===== config.mk =====
export PLATFORM = sky130hd
export DESIGN_NAME = mem_arbiter
export DESIGN_NICKNAME = d
export VERILOG_FILES = /design/src/rtl/mem_arbiter.sv
export SDC_FILE = /design/constraint.sdc
export NUM_CORES = 1
export LEC_CHECK = 0
export ABC_AREA = 1
export CORE_MARGIN = 2
export CORE_UTILIZATION = 43
export DETAILED_ROUTE_END_ITERATION = 7
export PLACE_DENSITY = 0.91
export RECOVER_POWER = 50
export SETUP_SLACK_MARGIN = 0.02
export SYNTH_ARGS = -nofsm -noshare
export SYNTH_HDL_FRONTEND = slang
export SYNTH_SLANG_ARGS = --single-unit

===== constraint.sdc =====
create_clock -name clk -period 2.04 [get_ports clk]
set_input_delay 0.306 -clock clk [delete_from_list [all_inputs] [get_ports clk]]
set_output_delay 0.306 -clock clk [all_outputs]
set_load 0.01 [all_outputs]

===== src/rtl/mem_arbiter.sv =====
// Arbitrates a single-ported 16-bit memory between the fetch port and the data port.
// Define MEM_ARB_FAIR_EN to alternate grants when both ports request; otherwise data has strict priority.
module mem_arbiter #(
    parameter int unsigned LATENCY = 2
) (
    input  logic        clk,
    input  logic        rst,
    input  logic        i_req,
    input  logic [15:0] i_addr,
    output logic [15:0] i_rdata,
    output logic        i_ack,
    input  logic        d_req,
    input  logic        d_we,
    input  logic [15:0] d_addr,
    input  logic [15:0] d_wdata,
    output logic [15:0] d_rdata,
    output logic        d_ack,
    output logic        mem_en,
    output logic        mem_we,
    output logic [15:0] mem_addr,
    output logic [15:0] mem_wdata,
    input  logic [15:0] mem_rdata
);

    // Handshake: a requester holds req (and its address/data) stable until it sees a
    // one-cycle ack; the ack cycle is never a sample point, so req may drop the cycle after.
    typedef enum logic [1:0] {
        IDLE  = 2'd0,
        ISSUE = 2'd1,
        WAIT  = 2'd2,
        DONE  = 2'd3
    } state_t;

    localparam logic [3:0] LAT = LATENCY[3:0];

    state_t      state;
    logic [3:0]  cnt;
    logic        win_d;
    logic        pick_d;

`ifdef MEM_ARB_FAIR_EN
    logic        fav_i;
    logic        both_pend;

    // Data wins unless fetch is also pending and the pointer currently favours fetch.
    assign pick_d = d_req && !(i_req && fav_i);
`else
    assign pick_d = d_req;
`endif

    always_ff @(posedge clk) begin
        if (rst) begin
            state     <= IDLE;
            cnt       <= 4'd0;
            win_d     <= 1'b0;
            i_ack     <= 1'b0;
            i_rdata   <= 16'h0;
            d_ack     <= 1'b0;
            d_rdata   <= 16'h0;
            mem_en    <= 1'b0;
            mem_we    <= 1'b0;
            mem_addr  <= 16'h0;
            mem_wdata <= 16'h0;
`ifdef MEM_ARB_FAIR_EN
            fav_i     <= 1'b0;
            both_pend <= 1'b0;
`endif
        end else begin
            case (state)
                IDLE: begin
                    if (i_req || d_req) begin
                        win_d     <= pick_d;
                        mem_en    <= 1'b1;
                        mem_we    <= pick_d & d_we;
                        mem_addr  <= pick_d ? d_addr : i_addr;
                        mem_wdata <= (pick_d && d_we) ? d_wdata : 16'h0;
`ifdef MEM_ARB_FAIR_EN
                        both_pend <= i_req && d_req;
`endif
                        state     <= ISSUE;
                    end
                end
                ISSUE: begin
                    mem_en <= 1'b0;
                    cnt    <= LAT;
                    state  <= WAIT;
                end
                WAIT: begin
                    if (cnt == 4'd1) begin
                        cnt   <= 4'd0;
                        state <= DONE;
                        if (win_d) begin
                            d_ack   <= 1'b1;
                            d_rdata <= mem_we ? 16'h0 : mem_rdata;
                        end else begin
                            i_ack   <= 1'b1;
                            i_rdata <= mem_rdata;
                        end
                    end else begin
                        cnt <= cnt - 4'd1;
                    end
                end
                DONE: begin
                    i_ack     <= 1'b0;
                    i_rdata   <= 16'h0;
                    d_ack     <= 1'b0;
                    d_rdata   <= 16'h0;
                    mem_we    <= 1'b0;
                    mem_addr  <= 16'h0;
                    mem_wdata <= 16'h0;
`ifdef MEM_ARB_FAIR_EN
                    // Only a contested grant moves the pointer, toward the port that lost.
                    if (both_pend) fav_i <= win_d;
`endif
                    state     <= IDLE;
                end
                default: state <= IDLE;
            endcase
        end
    end

endmodule


# ---- Word level (Yosys, flattened, before mapping)
# Index checks and enable logic that the tools add are counted.
# W data, S select, Z words.
dict set report op_classes {
  reduce_logical 13
  shift 0
  n_div 0
  order_cmp 0
  n_mux 28
  eq_ne 8
  bitwise 1
  n_mul 0
  n_addsub 1
}
# op count
set op_table {}
lappend op_table {{$mux W16} 9}
lappend op_table {{$pmux W16 S2} 4}
lappend op_table {{$ne A2 B2 Y1 const B} 4}
lappend op_table {{$pmux W1 S2} 4}
lappend op_table {{$pmux W2 S4} 1}
lappend op_table {{$pmux W4 S2} 1}
lappend op_table {{$reduce_and A2 Y1} 4}
lappend op_table {{$reduce_bool A2 Y1} 4}
lappend op_table {{$mux W1} 6}
lappend op_table {{$reduce_and A3 Y1} 2}
lappend op_table {{$eq A2 B2 Y1 const B} 2}
lappend op_table {{$eq A4 B1 Y1 const B} 1}
lappend op_table {{$mux W2} 2}
lappend op_table {{$mux W4} 1}
lappend op_table {{$sub A4 B1 Y4 const B} 1}
lappend op_table {{$eq A2 B1 Y1 const B} 1}
lappend op_table {{$logic_not A2 Y1} 1}
lappend op_table {{$and A1 B1 Y1} 1}
lappend op_table {{$logic_and A1 B1 Y1} 1}
lappend op_table {{$logic_or A1 B1 Y1} 1}
dict set report word_totals {
  rom_bits 0
  memories 0
  ramBits 0
  latch_bits 0
  ff_bits 75
  output_inout_bits 68
}

# ---- Depth between registers and ports, before layout
# Gate-level depths: netlist of the first run.
dict set report depth {
  ltp_word 4
  depth_mapped 9
  mapped_depth_nobuf 9
}

# ---- Least setup slack after synthesis of the first run
# No wires, ideal clock.
dict set report synth_path {
  path_kind {flip-flop to flip-flop}
  startpoint {register state[0]}
  endpoint {register i_rdata[0]}
  required_time_ns 1.908
  arrival_time_ns 1.296
  synth_period_minus_slack_ns 1.429
  stages_incl_launch_ff 10
  path_slack_ns 0.611
  setup_time_ns 0.132
  path_buffers 1
  path_cell_list {dfxtp_1 -> inv_1 -> ha_1 -> inv_2 -> nand2_2 -> o21ai_4 -> nand2_1 -> buf_4 -> nand2_1 -> a21oi_1}
}
dict set report synth_via {
  elab_chain_len 3
  word_cells_on_any_way 7
  cone_classes {4 x eq/ne; 1 x mux; 2 x reduce/logical}
}
# element line_no
set synth_lines {}
lappend synth_lines {{from (decl)} 36} ;# state_t state;
lappend synth_lines {{from (signal assigned)} 53} ;# state <= IDLE;
lappend synth_lines {{from (signal assigned)} 80} ;# state <= ISSUE;
lappend synth_lines {{from (signal assigned)} 86} ;# state <= WAIT;
lappend synth_lines {{$eq A2 B2 Y1} 69} ;# case (state)
lappend synth_lines {{$ne A2 B2 Y1 (no source line) or $reduce_bool A2 Y1 (tied branches)} -}
lappend synth_lines {{$reduce_and A3 Y1 (no source line)} -}
lappend synth_lines {{to (signal assigned)} 97} ;# i_rdata <= mem_rdata;
lappend synth_lines {{to (decl)} 10} ;# output logic [15:0] i_rdata,
# Several ways; a longest one is shown, not always the timed one.
# A chain may end at the register's enable or synchronous reset.

# ---- Worst setup path after layout of the first run
dict set report layout_path {
  startpoint {register state[0]}
  endpoint {register mem_wdata[2]}
}
dict set report layout_via {
  elab_chain_len 3
  word_cells_on_any_way 6
  cone_classes {2 x eq/ne; 1 x mux; 3 x reduce/logical}
}
# element line_no
set layout_lines {}
lappend layout_lines {{$eq A2 B2 Y1 or $logic_not A2 Y1 (tied branches)} 69}
lappend layout_lines {{$reduce_bool A2 Y1 (no source line) or $ne A2 B2 Y1 (tied branches)} -}
lappend layout_lines {{$reduce_and A2 Y1 (no source line)} -}
lappend layout_lines {{to (signal assigned)} 76} ;# mem_wdata <= (pick_d && d_we) ? d_wdata : 16'h0;
lappend layout_lines {{to (decl)} 21} ;# output logic [15:0] mem_wdata,
# Several ways; a longest one is shown, not always the timed one.

==> impl_metrics.tcl, run 1 <==
set metrics [dict create \
    synthXorXnorAreaFrac 0.00523 \
    n_fill_cell 671 \
    synth_cell_types 22 \
    required_ns 2.26 \
    syn_area_um2 3350 \
    synth_top_family_by_area "simple AND/OR/NAND/NOR gates" \
    cts_made_buffers 9 \
    cts_tree "yes" \
    hold_violations 0 \
    status "finished, final reports clean" \
    grt_setup_unrepaired "no" \
    diodes 0 \
    synth.area.mux_share 0 \
    grt_max_degree 35 \
    min_period_ns 1.81 \
    fin_util 0.648 \
    path_cells "inv_1, ha_1, o21ai_0, clkinv_1, buf_4, nand3_1, a21oi_1" \
    finalCritPeriodShare 0.886 \
    synth_cells 475 \
    synth_compound_area_frac 0.121 \
    core_um2 7650 \
    setup_viol_count_final 0 \
    num_rows 32 \
    clock_path_buffers 2 \
    final_nets 683 \
    synthTopCellsByArea "dfxtp_1 (45%), nor2_1 (12%), nand3_1 (8.8%), nand2_1 (8.4%), a21oi_1 (6.1%)" \
    synth.avg_cell_area_um2 7.05 \
    clk_pin_slew_ns 0.08 \
    crit_path_end_kind "flip-flop" \
    clock_latency_ns 0.33 \
    cp-start-kind "flip-flop" \
    worstHoldPathType "reg -> reg" \
    antenna_found_initial 0 \
    synth-seq-cells 75 \
    synthAdderAreaFrac 0.0262 \
    grt_overflow 0 \
    dr.pass1.iters 5 \
    syn_nets 551 \
    timing.slew.headroom 0.656 \
    fmax_mhz 553 \
    powerDensity_nw_per_um2 1090 \
    cts.sinks 75 \
    vias_per_cell 4.99 \
    io_pins 137 \
    die_h_um 92.2 \
    vias 3566 \
    yosys_warnings 0 \
    grt_pass1_vias 3572 \
    die_w_um 92.2 \
    seq_area_um2 1500 \
    cts_setup_buffers 0 \
    drive_gt1_frac 0.0637 \
    worstPathMaxFanout 13 \
    worst_pin_slew_ns 0.511 \
    drc 0 \
    slowest_delay_ns 0.37 \
    io_buffers 136 \
    cts_resized 0 \
    leakage_nw 2.17 \
    gp_congestion 0.844 \
    fin_worst_skew_ns 0.00628 \
    grt_pass1_wl_um 15400 \
    synth_area_leader_cell "dfxtp_1" \
    dp_hpwl_um 6800 \
    drv_slew 0 \
    synth_top_area_share 0.449 \
    first_iter_violations 229 \
    start_util 0.438 \
    crit_family "buffers and inverters" \
    drv_cap 0 \
    path_class "reg -> reg" \
    final_cell_mix "nor2_1 (110), nand2_1 (75), dfxtp_1 (75)" \
    tns_ns 0 \
    finalPower_w 0.00538 \
    cts_hold_buf 0 \
    synthSimpleGateAreaFrac 0.320 \
    area_growth_pct 48.1 \
    slowest_stage "dfxtp_1" \
    place_inst 698 \
    whs_ns 0.463 \
    yosysSeqAreaShare 0.449 \
    detail-route-antenna-nets 0 \
    peakVddDrop_mv 0.495 \
    arrival_ns 2.02 \
    cp_num_buf_inv 3 \
    final_common_cell "nor2_1" \
    cts_root_buffer "clkbuf_8" \
    multi_input_area_um2 1580 \
    die_area_um2 8510 \
    drt-total-wl_um 9230 \
    wl_per_cell_um 12.9 \
    fin_cells 714 \
    track_usage 0.218 \
    h-tree-depth 3 \
]
-- layer usage --
metal / vias up / track usage / wire length, um
li1: 1795 / - / -
met1: 1617 / 0.260 / 3860
met2: 132 / 0.394 / 4730
met3: 22 / 0.0362 / 495
met4: 0 / 0.0796 / 156
met5: - / 0 / 0
-- flip-flops by register name, summed over array words and instances (netlist names) --
| register | cells |
|---|---|
| mem_wdata | 16 |
| i_ack | 1 |
| d_rdata | 16 |
| mem_we | 1 |
| i_rdata | 16 |
| mem_en | 1 |
| mem_addr | 16 |
| win_d | 1 |
| cnt | 4 |
| state | 2 |
| d_ack | 1 |
-- worst paths after layout --
path,start,endpoint,slack (ns),cells after the start
min,d_rdata[13]$_SDFFE_PP0P_,d_rdata[13]$_SDFFE_PP0P_,0.46,2
max,state[0]$_SDFFE_PP0P_,mem_wdata[2]$_SDFFE_PP0P_,0.23,7
max reg2reg,state[0]$_SDFFE_PP0P_,mem_wdata[2]$_SDFFE_PP0P_,0.23,7
min reg2reg,d_rdata[13]$_SDFFE_PP0P_,d_rdata[13]$_SDFFE_PP0P_,0.46,2
-- report_power, final --
group	leakage, nW	internal (W)	switching (W)
combinational	1.48	0.00104	0.00133
sequential	0.613	0.00183	0.000201
clock	0.0787	0.000442	0.000545
-- logic make-up after synthesis --
| logic type | Yosys count |
|---|---|
| buffers and inverters | 55 |
| XOR/XNOR | 2 |
| flip-flops | 75 |
| adder cells (fa/ha/maj) | 7 |
| AND/OR/NAND/NOR | 258 |
| AO/OA/AOI/OAI | 78 |
-- through the flow --
| stage | area (um^2) | setup WS, ns |
|---|---|---|
| after CTS | 4960 | 0.248 |
| after global placement | 4790 | 0.271 |
| after global routing | 4960 | 0.112 |
| after floorplan | 3350 | 0.611 |
| after detailed placement | 4790 | 0.167 |
| final | 4960 | 0.233 |
-- area by class of cell --
class                   instances  area share
clock buffers                  10      0.0257
well taps                     102      0.0257
inverters                      25      0.0189
flip-flops and latches         75       0.303
repair buffers                151       0.300
multi-input cells             345       0.319
clock inverters                 6     0.00833
-- worst reg2reg max path, delay by kind of cell, from the launching register on --
| kind | cells | cell delay (ns) |
|---|---|---|
| AO/OA/AOI/OAI | 2 | 0.29 |
| adder cells (fa/ha/maj) | 1 | 0.26 |
| buffers and inverters | 3 | 0.68 |
| flip-flops | 1 | 0.37 |
| AND/OR/NAND/NOR | 1 | 0.09 |
-- cell usage after synthesis --
cell type	instances
nor2_4	1
nor3_1	9
buf_6	2
dfxtp_1	75
a21oi_1	41
inv_2	3
buf_2	12
ha_1	7
o21ai_2	1
xor2_1	2
a31oi_1	1
o21ai_4	1
clkbuf_1	8
nand2_1	75
nand2_2	4
nor2_1	110
o21ai_0	34
buf_4	7
buf_1	1
clkinv_1	2
nand3_1	59
inv_1	20
Note: power is estimated with default switching activity, not from simulation.
==> run 2: changes to the inputs <==
CELL_PAD_IN_SITES_DETAIL_PLACEMENT = 1   (was unset)
CELL_PAD_IN_SITES_GLOBAL_PLACEMENT = 2   (was unset)
CORE_UTILIZATION = 22   (was 43)
PLACE_DENSITY = 0.9   (was 0.91)
==> run 2 against run 1 <==
First-iteration DRC count is 47% lower. Global-route usage is 7.5 points lower. Core utilization is 30 points lower. Clock-buffer cell count is 1 higher. Largest power group unchanged. Critical endpoint is now d_rdata[6]$_SDFFE_PP0P_.
==> impl_metrics.tcl, run 2 (same netlist as run 1, synthesis figures left out) <==
set metrics [dict create \
    clock_latency_ns 0.33 \
    grt_max_degree 40 \
    required_ns 2.27 \
    area_growth_pct 55.4 \
    multi_input_area_um2 1580 \
    wl_per_cell_um 14.2 \
    r2r_cells 9 \
    cp-start-kind "flip-flop" \
    fin_worst_skew_ns 0.00547 \
    num_rows 45 \
    drt-total-wl_um 11300 \
    r2r-end "d_rdata[6]$_SDFFE_PP0P_" \
    worstHoldPathType "reg -> reg" \
    cts_made_buffers 9 \
    cts_root_buffer "clkbuf_16" \
    clock_path_buffers 2 \
    io_pins 137 \
    cts.sinks 75 \
    gp_congestion 0.736 \
    vias 3559 \
    startpoint "state[0]$_SDFFE_PP0P_" \
    antenna_found_initial 0 \
    grt_pass1_wl_um 18700 \
    dp_hpwl_um 8400 \
    core_um2 15000 \
    diodes 0 \
    final_common_cell "nor2_1" \
    seq_area_um2 1500 \
    finalPower_w 0.00608 \
    cts_tree "yes" \
    peakVddDrop_mv 0.404 \
    io_buffers 136 \
    fin_cells 799 \
    drive_gt1_frac 0.0638 \
    die_h_um 127 \
    clk_pin_slew_ns 0.06 \
    leakage_nw 2.23 \
    drv_slew 0 \
    path_class "reg -> reg" \
    hold_path_startpoint "d_rdata[4]$_SDFFE_PP0P_" \
    setup_viol_count_final 0 \
    worstPathMaxFanout 11 \
    timing.slew.headroom 0.695 \
    grt_overflow 0 \
    h-tree-depth 3 \
    final_cell_mix "nor2_1 (110), nand2_1 (75), dfxtp_1 (75)" \
    drv_cap 0 \
    tns_ns 0 \
    cts_resized 0 \
    crit_path_end_kind "flip-flop" \
    vias_per_cell 4.45 \
    cts_hold_buf 0 \
    cts_setup_buffers 0 \
    r2r_start "state[0]$_SDFFE_PP0P_" \
    first_iter_violations 122 \
    hold_violations 0 \
    place_inst 783 \
    worst_pin_slew_ns 0.456 \
    track_usage 0.144 \
    detail-route-antenna-nets 0 \
    grt_pass1_vias 3816 \
    drc 0 \
    n_fill_cell 1815 \
    powerDensity_nw_per_um2 1170 \
    dr.pass1.iters 4 \
    rrSetupSlack_ns 0.22 \
    final_nets 682 \
    finalCritPeriodShare 0.892 \
    die_area_um2 16200 \
    min_period_ns 1.82 \
    die_w_um 127 \
    arrival_ns 2.05 \
    grt_setup_unrepaired "no" \
    status "finished, final reports clean" \
    start_util 0.223 \
    fmax_mhz 550 \
    crit_end "d_rdata[6]$_SDFFE_PP0P_" \
]
## run 2: changes by cell type in the layout (fill, tap and decap cells not counted)
cell / before / now
clkinv_4: 0 / 1
inv_6: 1 / 0
clkbuf_8: 9 / 2
clkbuf_16: 0 / 9
buf_4: 14 / 13
clkbuf_1: 1 / 0
clkinv_2: 2 / 0
bufinv_16: 0 / 1
## run 2: critical path: stages, from the launching register on
cell and delay (ns):
dfxtp_1 0.33, inv_1 0.14, ha_1 0.29, inv_2 0.09, nand2_2 0.10, nand2_2 0.06, nand2_1 0.30, inv_1 0.21
nor2_1 0.13, nor2_1 0.05
## run 2: metrics by stage
| stage | hold WS [ns] | worst slack (ns) | utilization | area (um^2) |
|---|---|---|---|---|
| after detailed placement | 0.458 | 0.160 | 0.325 | 4890 |
| after global placement | 0.454 | 0.269 | 0.325 | 4890 |
| after floorplan | 0.471 | 0.611 | - | 3350 |
| after CTS | 0.467 | 0.181 | 0.346 | 5210 |
| final | 0.460 | 0.221 | 0.346 | 5200 |
| after global routing | 0.479 | 0.0507 | 0.346 | 5200 |
## run 2: worst min path at each step
| stage | end | slack [ns] | cells past startpoint |
|---|---|---|---|
| final | d_rdata[4]$_SDFFE_PP0P_ | 0.46 | 2 |
| after global routing | mem_wdata[7]$_SDFFE_PP0P_ | 0.48 | 2 |
| after CTS | d_rdata[4]$_SDFFE_PP0P_ | 0.47 | 2 |
| after detailed placement | d_rdata[14]$_SDFFE_PP0P_ | 0.46 | 2 |
| after global placement | mem_wdata[15]$_SDFFE_PP0P_ | 0.45 | 2 |
| after floorplan | mem_wdata[10]$_SDFFE_PP0P_ | 0.47 | 2 |
## run 2: cell type report
class | instances | area share
tap | 188 | 0.0452
inverter | 25 | 0.0180
clock buffer | 11 | 0.0486
timing repair buffer | 150 | 0.284
clock inverter | 5 | 0.0118
multi-input combinational | 345 | 0.304
sequential | 75 | 0.289
## run 2: metal layers
metal,wire [um],global-route usage,vias up,share of wire
met4,161,0.0446,0,0.014
met5,0,0,-,0
met2,5600,0.253,74,0.49
met1,5040,0.169,1678,0.44
met3,521,0.0406,12,0.046
li1,-,-,1795,-
## run 2: power by group
group          leakage (nW)  switching, W  total (W)  internal, W
Clock                 0.144      0.000633    0.00165      0.00102
Combinational          1.48       0.00136    0.00239      0.00103
Sequential            0.613      0.000210    0.00204      0.00183
Total                  2.23       0.00220    0.00608      0.00387
==> run 3: changes to the inputs <==
SKIP_LAST_GASP = 1   (was unset)
TNS_END_PERCENT = 20   (was unset)
==> results of run 3 <==
Final layout, timing and power as in run 2 (identical DEF).
